## src/rtl/cpu_alu_pkg.sv

```systemverilog
// cpu_alu_pkg: shared definitions for the CPU ALU datapath blocks.
//   alu_op_e      - add/subtract operation select
//   ALU_WIDTH     - default datapath width
//   stages_legal  - checks a WIDTH/STAGES split for the pipelined adder
package cpu_alu_pkg;

  typedef enum logic {
    ALU_ADD = 1'b0,
    ALU_SUB = 1'b1
  } alu_op_e;

  localparam int ALU_WIDTH = 32;

  function automatic bit stages_legal(input int width, input int stages);
    return (stages >= 1) && (stages <= width) && ((width % stages) == 0);
  endfunction

endpackage

```

## src/rtl/adder_slice.sv

```systemverilog
// adder_slice: CW-bit ripple-carry adder chunk used by one pipeline stage.
//   a_i, b_i  in  CW  operand chunks (b already inverted for subtract)
//   c_i       in  1   carry into bit 0
//   s_o       out CW  chunk sum
//   c_o       out 1   carry out of the chunk MSB
//   c_msb_o   out 1   carry into the chunk MSB (signed-overflow detection)
module adder_slice #(
  parameter int CW = 8
) (
  input  logic [CW-1:0] a_i,
  input  logic [CW-1:0] b_i,
  input  logic          c_i,
  output logic [CW-1:0] s_o,
  output logic          c_o,
  output logic          c_msb_o
);

  logic [CW:0] c;

  always_comb begin
    c    = '0;
    s_o  = '0;
    c[0] = c_i;
    for (int i = 0; i < CW; i++) begin
      s_o[i]   = a_i[i] ^ b_i[i] ^ c[i];
      c[i+1]   = (a_i[i] & b_i[i]) | (c[i] & (a_i[i] ^ b_i[i]));
    end
  end

  assign c_o     = c[CW];
  assign c_msb_o = c[CW-1];

endmodule

```

## src/rtl/pipelined_adder.sv

```systemverilog
// pipelined_adder: skewed, STAGES-deep add/subtract pipeline with valid/ready
// at both ends. Stage s adds chunk s; unconsumed upper operand chunks and the
// finished lower sum chunks travel with the operation.
//   clk_i, rst_n_i        clock, async active-low reset
//   valid_i/ready_o       input handshake; sub_i, A_i, B_i operation
//   valid_o/ready_i       output handshake; S_o, C_out_o result
//   ovf_o, zero_o         signed overflow / zero flags (ADDER_FLAGS_EN only)
// Optional feature macro: ADDER_FLAGS_EN.
module pipelined_adder
  import cpu_alu_pkg::*;
#(
  parameter int WIDTH  = ALU_WIDTH,
  parameter int STAGES = 4
) (
  input  logic             clk_i,
  input  logic             rst_n_i,
  input  logic             valid_i,
  output logic             ready_o,
  input  logic             sub_i,
  input  logic [WIDTH-1:0] A_i,
  input  logic [WIDTH-1:0] B_i,
  output logic             valid_o,
  input  logic             ready_i,
  output logic [WIDTH-1:0] S_o,
  output logic             C_out_o
`ifdef ADDER_FLAGS_EN
  ,
  output logic             ovf_o,
  output logic             zero_o
`endif
);

  localparam int CW = WIDTH / STAGES;

  if (!stages_legal(WIDTH, STAGES)) begin : g_bad_cfg
    $error("pipelined_adder: STAGES must divide WIDTH and be in 1..WIDTH");
  end

  alu_op_e op;
  assign op = alu_op_e'(sub_i);

  logic [STAGES-1:0] vld;
  logic [STAGES-1:0] ld;

  assign ready_o = ld[0];

  for (genvar s = 0; s < STAGES; s++) begin : g_st
    localparam int RIN  = WIDTH - s * CW;   // operand bits still to be added
    localparam int ROUT = RIN - CW;         // operand bits passed onward
    localparam int SW   = (s + 1) * CW;     // sum bits finished after this stage

    logic [RIN-1:0] a_in, b_in;
    logic           c_in, v_in;
    logic [CW-1:0]  s_chunk;
    logic           c_chunk;
    logic [SW-1:0]  sum_d, sum_q;
    logic           c_q, vld_q;

    // A stage loads when any stage at or beyond it has a hole, or the output
    // drains: everything downstream shifts forward, so bubbles collapse.
    assign ld[s]  = ready_i | ~(&vld[STAGES-1:s]);
    assign vld[s] = vld_q;

    if (s == 0) begin : g_head
      assign a_in  = A_i;
      assign b_in  = (op == ALU_SUB) ? ~B_i : B_i;
      assign c_in  = (op == ALU_SUB);
      assign v_in  = valid_i;
      assign sum_d = s_chunk;
    end else begin : g_body
      assign a_in  = g_st[s-1].g_fwd.a_q;
      assign b_in  = g_st[s-1].g_fwd.b_q;
      assign c_in  = g_st[s-1].c_q;
      assign v_in  = g_st[s-1].vld_q;
      assign sum_d = {s_chunk, g_st[s-1].sum_q};
    end

`ifdef ADDER_FLAGS_EN
    localparam bit USE_FLAGS = (s == STAGES - 1);
`else
    localparam bit USE_FLAGS = 1'b0;
`endif

    if (USE_FLAGS) begin : g_flags
      logic c_msb;
      logic ovf_q, zero_q;
      adder_slice #(.CW(CW)) u_slice (
        .a_i(a_in[CW-1:0]), .b_i(b_in[CW-1:0]), .c_i(c_in),
        .s_o(s_chunk), .c_o(c_chunk), .c_msb_o(c_msb)
      );
      always_ff @(posedge clk_i or negedge rst_n_i) begin
        if (!rst_n_i) begin
          ovf_q  <= 1'b0;
          zero_q <= 1'b0;
        end else if (ld[s]) begin
          ovf_q  <= c_msb ^ c_chunk;
          zero_q <= (sum_d == '0);
        end
      end
    end else begin : g_noflags
      logic c_msb_unused;
      adder_slice #(.CW(CW)) u_slice (
        .a_i(a_in[CW-1:0]), .b_i(b_in[CW-1:0]), .c_i(c_in),
        .s_o(s_chunk), .c_o(c_chunk), .c_msb_o(c_msb_unused)
      );
    end

    if (ROUT > 0) begin : g_fwd
      logic [ROUT-1:0] a_q, b_q;
      always_ff @(posedge clk_i or negedge rst_n_i) begin
        if (!rst_n_i) begin
          a_q <= '0;
          b_q <= '0;
        end else if (ld[s]) begin
          a_q <= a_in[RIN-1:CW];
          b_q <= b_in[RIN-1:CW];
        end
      end
    end

    always_ff @(posedge clk_i or negedge rst_n_i) begin
      if (!rst_n_i) begin
        vld_q <= 1'b0;
        c_q   <= 1'b0;
        sum_q <= '0;
      end else if (ld[s]) begin
        vld_q <= v_in;
        c_q   <= c_chunk;
        sum_q <= sum_d;
      end
    end
  end

  assign valid_o = vld[STAGES-1];
  assign S_o     = g_st[STAGES-1].sum_q;
  assign C_out_o = g_st[STAGES-1].c_q;
`ifdef ADDER_FLAGS_EN
  assign ovf_o   = g_st[STAGES-1].g_flags.ovf_q;
  assign zero_o  = g_st[STAGES-1].g_flags.zero_q;
`endif

endmodule

```

## config.mk

```make
export PLATFORM = sky130hd
export DESIGN_NAME = pipelined_adder
export DESIGN_NICKNAME = d
export VERILOG_FILES = /design/src/rtl/cpu_alu_pkg.sv /design/src/rtl/adder_slice.sv /design/src/rtl/pipelined_adder.sv
export SDC_FILE = /design/constraint.sdc
export NUM_CORES = 1
export LEC_CHECK = 0
export ABC_AREA = 1
export BUFFER_PORTS_ARGS = -buffer_cell sky130_fd_sc_hd__buf_2
export CAP_MARGIN = 30
export CORE_ASPECT_RATIO = 0.7
export CORE_MARGIN = 2
export CORE_UTILIZATION = 62
export DETAILED_ROUTE_END_ITERATION = 7
export PLACE_DENSITY_LB_ADDON = 0.3
export SLEW_MARGIN = 20
export SYNTH_ARGS = -nofsm -noshare
export SYNTH_HDL_FRONTEND = slang
export SYNTH_SLANG_ARGS = --single-unit
```

## constraint.sdc

```tcl
create_clock -name clk_i -period 9.1 [get_ports clk_i]
set_input_delay 1.365 -clock clk_i [delete_from_list [all_inputs] [get_ports clk_i]]
set_output_delay 1.365 -clock clk_i [all_outputs]
set_load 0.05 [all_outputs]
```

==> results of run 1 <==
## final cells by class
| class | instances | area, um2 | area share |
|---|---|---|---|
| Clock inverter | 14 | 165.2 | 0.01754 |
| Sequential cell | 184 | 4604 | 0.4890 |
| Tap cell | 166 | 207.7 | 0.02206 |
| Inverter | 40 | 150.1 | 0.01595 |
| Multi-Input combinational cell | 607 | 3154 | 0.3350 |
| Clock buffer | 18 | 429.2 | 0.04558 |
| Timing Repair Buffer | 115 | 704.4 | 0.07482 |
## logic make-up after synthesis
logic type      after synthesis
fa+ha+maj                    31
mux                           1
xor+xnor                     32
buf+inv                      96
flops                       184
simple gates                533
compound gates               10
## flip-flops by register name, summed over array words and instances, names as in the netlist
name / cells
g_st.g_fwd.a_q: 48
g_st.g_fwd.b_q: 48
g_st.sum_q: 48
S_o: 32
g_st.c_q: 3
g_st.vld_q: 3
C_out_o: 1
valid_o: 1
## per-layer routing
layer / wire length [um] / GRT usage / vias up / share of wire
met4: 117 / 0.06154 / 0 / 0.0067
li1: - / - / 2912 / -
met2: 7511 / 0.3615 / 246 / 0.43
met3: 1157 / 0.05677 / 11 / 0.066
met1: 8685 / 0.4335 / 2903 / 0.50
met5: 0 / 0 / - / 0
## cells in the final DEF, fill, tap and decap left out, drive strengths merged, types with 2 or more instances in the layout
| cell | n |
|---|---|
| bufinv | 2 |
| xor2 | 27 |
| dfrtp | 184 |
| o21ai | 7 |
| xnor2 | 5 |
| nand3 | 137 |
| a21oi | 3 |
| buf | 115 |
| clkinv | 3 |
| clkinvlp | 4 |
| inv | 45 |
| fa | 31 |
| clkbuf | 18 |
| nor2 | 5 |
| nand2 | 390 |
## stage by stage
step	worst slack, ps	area, um2	hold slack [ps]	power, W
2_1_floorplan	4210	8172	434.5	0.001736
3_3_place_gp	3742	8691	450.9	0.001957
3_5_place_dp	3665	8746	457.7	0.001991
4_1_cts	4108	9340	474.5	0.002741
5_1_grt	3924	9415	494.7	0.002895
6_report	4158	9415	473.3	0.002739
## worst register-to-register path, delay by kind of cell, from the launching register on
| kind | cells | cell delay [ps] |
|---|---|---|
| compound gates | 1 | 200 |
| fa+ha+maj | 8 | 2980 |
| flops | 1 | 400 |
| buf+inv | 3 | 200 |
## where the power goes
part	switching [W]	leakage (nW)	internal, W	total (W)
clock network	0.000329	0.278	0.000412	0.000741
registers	0.000141	2.21	0.00104	0.00119
logic	0.000565	2.60	0.000247	0.000813
## worst paths after layout
| path | slack, ps | to | startpoint |
|---|---|---|---|
| max | 4160 | g_st[0].sum_q[7] | sub_i |
| min | 470 | g_st[1].g_fwd.a_q[11] | g_st[0].g_fwd.a_q[19] |
| max reg2reg | 5210 | g_st[2].sum_q[23] | g_st[1].c_q |
| min reg2reg | 470 | g_st[1].g_fwd.a_q[11] | g_st[0].g_fwd.a_q[19] |
| max in group asynchronous | 7430 | g_st[0].sum_q[6] | rst_n_i |
| min in group asynchronous | 800 | g_st[0].g_fwd.b_q[21] | rst_n_i |
==> flow_summary.json, run 1 <==
{
  "yosysSeqAreaShare": 0.5635,
  "cp_max_fo": 32,
  "p_leak_nw": 5.092,
  "cp_slowest_cell": "buf_2",
  "htree_levels": 4,
  "cts_root_buf": "clkbuf_16",
  "dr_total_vias": 6072,
  "hold_violations": 0,
  "avgViaCountPerCell": 5.308,
  "synth.top_cell.area_share": 0.5635,
  "ant_nets": 0,
  "syn_to_final_growth_pct": 15.22,
  "yosysMostFrequentCell": "nand2_1",
  "setup_violations": 0,
  "hold_path_class": "flop to flop",
  "tns_ps": 0,
  "die_w_um": 141.2,
  "synthTopCellsByArea": "dfrtp_1, nand2_1, nand3_1",
  "grt_pass1_wl_um": 28980,
  "path_cells": "buf_2 -> mux2_2 -> fa_1 -> inv_1 -> fa_1 -> fa_1 -> fa_1 -> fa_1 -> fa_1 -> inv_1 -> fa_1 -> nand2_1 -> nand2_1",
  "synth_area_leader_cell": "dfrtp_1",
  "numCtsBuffers": 17,
  "synth_nets": 987,
  "ctsResizeCount": 0,
  "synthAdderAreaFrac": 0.07595,
  "max_freq_mhz": 202.3,
  "crit_top_cell": "fa_1",
  "rsz0062_at_grt": "false",
  "wire_per_inst_um": 15.27,
  "antenna_found_initial": 0,
  "synth_edf_count": 0,
  "synthDistinctLibCells": 20,
  "gp_congestion": 0.7735,
  "synthCells": 887,
  "grt_pass1_vias": 5662,
  "reg2reg_depth": 12,
  "async_flop_share": 1.000,
  "dp_cells": 1109,
  "ir_worst_vdd_mv": 0.1508,
  "cts.path.max_buffers": 2,
  "required_ps": 9420,
  "start_util": 0.6283,
  "dieHeight_um": 100.1,
  "tightest_slew_ps": 939.8,
  "fill_cells": 933,
  "synthFlopType": "dfrtp_1",
  "cts_tree": "built",
  "gr-usage-all-layers": 0.2636,
  "clock_latency_ps": 430,
  "drv_slew": 0,
  "status": "finished, final reports clean",
  "synth_simple_gate_area_frac": 0.2673,
  "fin_crit_ps": 4942,
  "yosys_warnings": 0,
  "drc": 0,
  "io_pins": 104,
  "critical-path-top-delay-family": "adder cells",
  "maxCapViolCount": 0,
  "portBuffers": 103,
  "fin_crit_sh": 0.5431,
  "firstDrtPassIters": 6,
  "cpPeakStageDelay_ps": 650,
  "finClkSkew_ps": 9.505,
  "dp_hpwl_um": 10560,
  "cts_hold_buf": 0,
  "synth_compound_area_frac": 0.006125,
  "antenna_cells": 0,
  "drtIter0Drc": 439,
  "routed_wl_um": 17470,
  "gr-total-overflow": 0,
  "worstPathArrival_ps": 5260,
  "synthTopCellsByCount": "nand2_1, dfrtp_1, nand3_1, inv_1, fa_1",
  "crit_buf_inv": 3,
  "stdcell_count": 1144,
  "critPathKind": "primary input to flop",
  "path_clk_slew_ps": 70,
  "layout-drive-gt1-share": 0.1554,
  "rows": 35,
  "whs_path_depth": 2,
  "die_area_um2": 14130,
  "synth_mux_area_frac": 0.001378,
  "clkSinkCount": 184,
  "synthXorXnorAreaFrac": 0.03430,
  "p_per_area_nw_per_um2": 290.9,
  "grt_max_degree": 112,
  "synth_area_per_cell_um2": 9.213,
  "synth_area_um2": 8172,
  "final_core_util": 0.7239,
  "synth_top_family_by_area": "simple AND/OR/NAND/NOR gates",
  "startpoint_type": "primary input",
  "postCtsSetupRepairBufs": 0,
  "final_nets": 1065,
  "core_um2": 13010,
  "crit_path_end_kind": "flop",
  "synth_seq_cells": 184,
  "max_slew_margin": 0.3735,
  "path_depth": 13
}
Power figures use the tool's default switching activity.
==> inputs of run 2 (changes only) <==
- CORE_UTILIZATION: 62 -> 58
- clock period: 9.1 -> 4.8 ns (I/O delays scaled with it)
==> run 2 against run 1 <==
- final cell count increased by 2.2%
- die area increased by 6.7%
- first-iteration DRC count increased by 5.9%
- critical path depth decreased by 1
- critical path type is now flop to flop
- critical endpoint is now g_st[2].sum_q[23]
==> flow_summary.json, run 2 (synthesized netlist as in run 1, its figures left out) <==
{
  "setup_violations": 0,
  "drc": 0,
  "io_pins": 104,
  "placed_area_um2": 8771,
  "p_per_area_nw_per_um2": 563.5,
  "dieHeight_um": 103.3,
  "portBuffers": 103,
  "max_slew_margin": 0.4706,
  "antenna_cells": 0,
  "cts_tree": "built",
  "routed_wl_um": 17410,
  "clkSinkCount": 184,
  "drtIter0Drc": 465,
  "htree_levels": 4,
  "cts_hold_buf": 0,
  "crit_path_end_kind": "flop",
  "fin_crit_sh": 0.7880,
  "drv_slew": 0,
  "status": "finished, final reports clean",
  "maxCapViolCount": 0,
  "dp_hpwl_um": 10930,
  "finClkSkew_ps": 17.14,
  "avgViaCountPerCell": 5.162,
  "clock_latency_ps": 430,
  "final_nets": 1066,
  "gr-usage-all-layers": 0.2485,
  "rows": 36,
  "grt_max_degree": 104,
  "grt_pass1_vias": 5575,
  "rsz0062_at_grt": "false",
  "required_ps": 5140,
  "grt_pass1_wl_um": 29210,
  "core_um2": 13830,
  "final_core_util": 0.6875,
  "hold_violations": 0,
  "gp_congestion": 0.7828,
  "layout-drive-gt1-share": 0.1573,
  "fin_crit_ps": 3782,
  "worstPathArrival_ps": 4120,
  "tns_ps": 0,
  "mostFrequentLayoutCells": "nand2_1, dfrtp_1, nand3_1, buf_2, inv_1",
  "gr-total-overflow": 0,
  "cts_root_buf": "clkbuf_16",
  "hold_path_class": "primary input to asynchronous set/reset pin",
  "startpoint_type": "flop",
  "dr_total_vias": 6034,
  "ant_nets": 0,
  "top_regs": "g_st.g_fwd.a_q x48, g_st.g_fwd.b_q x48, g_st.sum_q x48",
  "start_util": 0.5909,
  "p_leak_nw": 5.132,
  "ctsResizeCount": 0,
  "tightest_slew_ps": 791.9,
  "cp_max_fo": 2,
  "die_area_um2": 15070,
  "die_w_um": 145.9,
  "cts.path.max_buffers": 2,
  "firstDrtPassIters": 5,
  "max_freq_mhz": 264.4,
  "layout_commonest_cell": "nand2_1",
  "fin_area_um2": 9507,
  "path_clk_slew_ps": 70,
  "wire_per_inst_um": 14.90,
  "antenna_found_initial": 0,
  "syn_to_final_growth_pct": 16.34,
  "numCtsBuffers": 17,
  "ir_worst_vdd_mv": 0.2883,
  "critPathKind": "flop to flop",
  "finalPower_w": 0.005357,
  "postCtsSetupRepairBufs": 0
}
[run 2: cell count changes in the layout (fill, tap and decap cells not counted)]
cell,previous run,this run
bufinv_16,2,6
buf_16,4,1
clkinvlp_4,4,1
buf_4,7,9
buf_12,1,2
buf_8,0,1
clkbuf_1,1,0
[run 2: power by group]
group          switching, W  internal, W  total [W]
logic               0.00104     0.000448    0.00148
clock network      0.000607     0.000992    0.00160
registers          0.000293      0.00198    0.00227
total               0.00194      0.00342    0.00536
[run 2: worst paths after layout]
kind                       depth (start not counted)                   end  slack, ps               from
min                                                1                S_o[4]        210            rst_n_i
min in group clk_i                                 2               S_o[18]        460  g_st[2].sum_q[18]
max in group asynchronous                          2  g_st[1].g_fwd.b_q[7]       3830            rst_n_i
min reg2reg                                        2               S_o[18]        460  g_st[2].sum_q[18]
max reg2reg                                       12     g_st[2].sum_q[23]       1020        g_st[1].c_q
max                                               12     g_st[2].sum_q[23]       1020        g_st[1].c_q
[run 2: cell type report]
type                       instances  area [um2]
fill                            1059        4322
timing repair buffer             116       671.9
clock inverter                    15       262.8
clock buffer                      17       425.4
multi-input combinational        607        3154
sequential                       184        4604
tap                              190       237.7
inverter                          40       150.1
[run 2: worst max-delay path, stage by stage, from the launching register on]
cell	delay [ps]
dfrtp_1	400
fa_1	410
inv_1	70
fa_1	160
inv_1	50
fa_1	380
fa_1	390
fa_1	400
fa_1	400
fa_1	370
inv_1	70
fa_1	410
o21ai_0	180
[run 2: stage by stage]
stage	hold slack [ps]	instances	worst slack [ps]
global placement	450.5	1134	646.5
global route	223.2	1169	818.5
detailed placement	452.3	1135	598.3
floorplan	424.4	887	555.3
finish	206.5	1169	1018
CTS	447.3	1167	1034
[run 2: routing by layer]
layer  up-vias  share of wire  track usage
met5         -              0            0
met4         0         0.0059      0.05053
met3         8          0.079      0.05746
met2       243           0.41       0.3414
met1      2860           0.50       0.4049
li1       2923              -            -
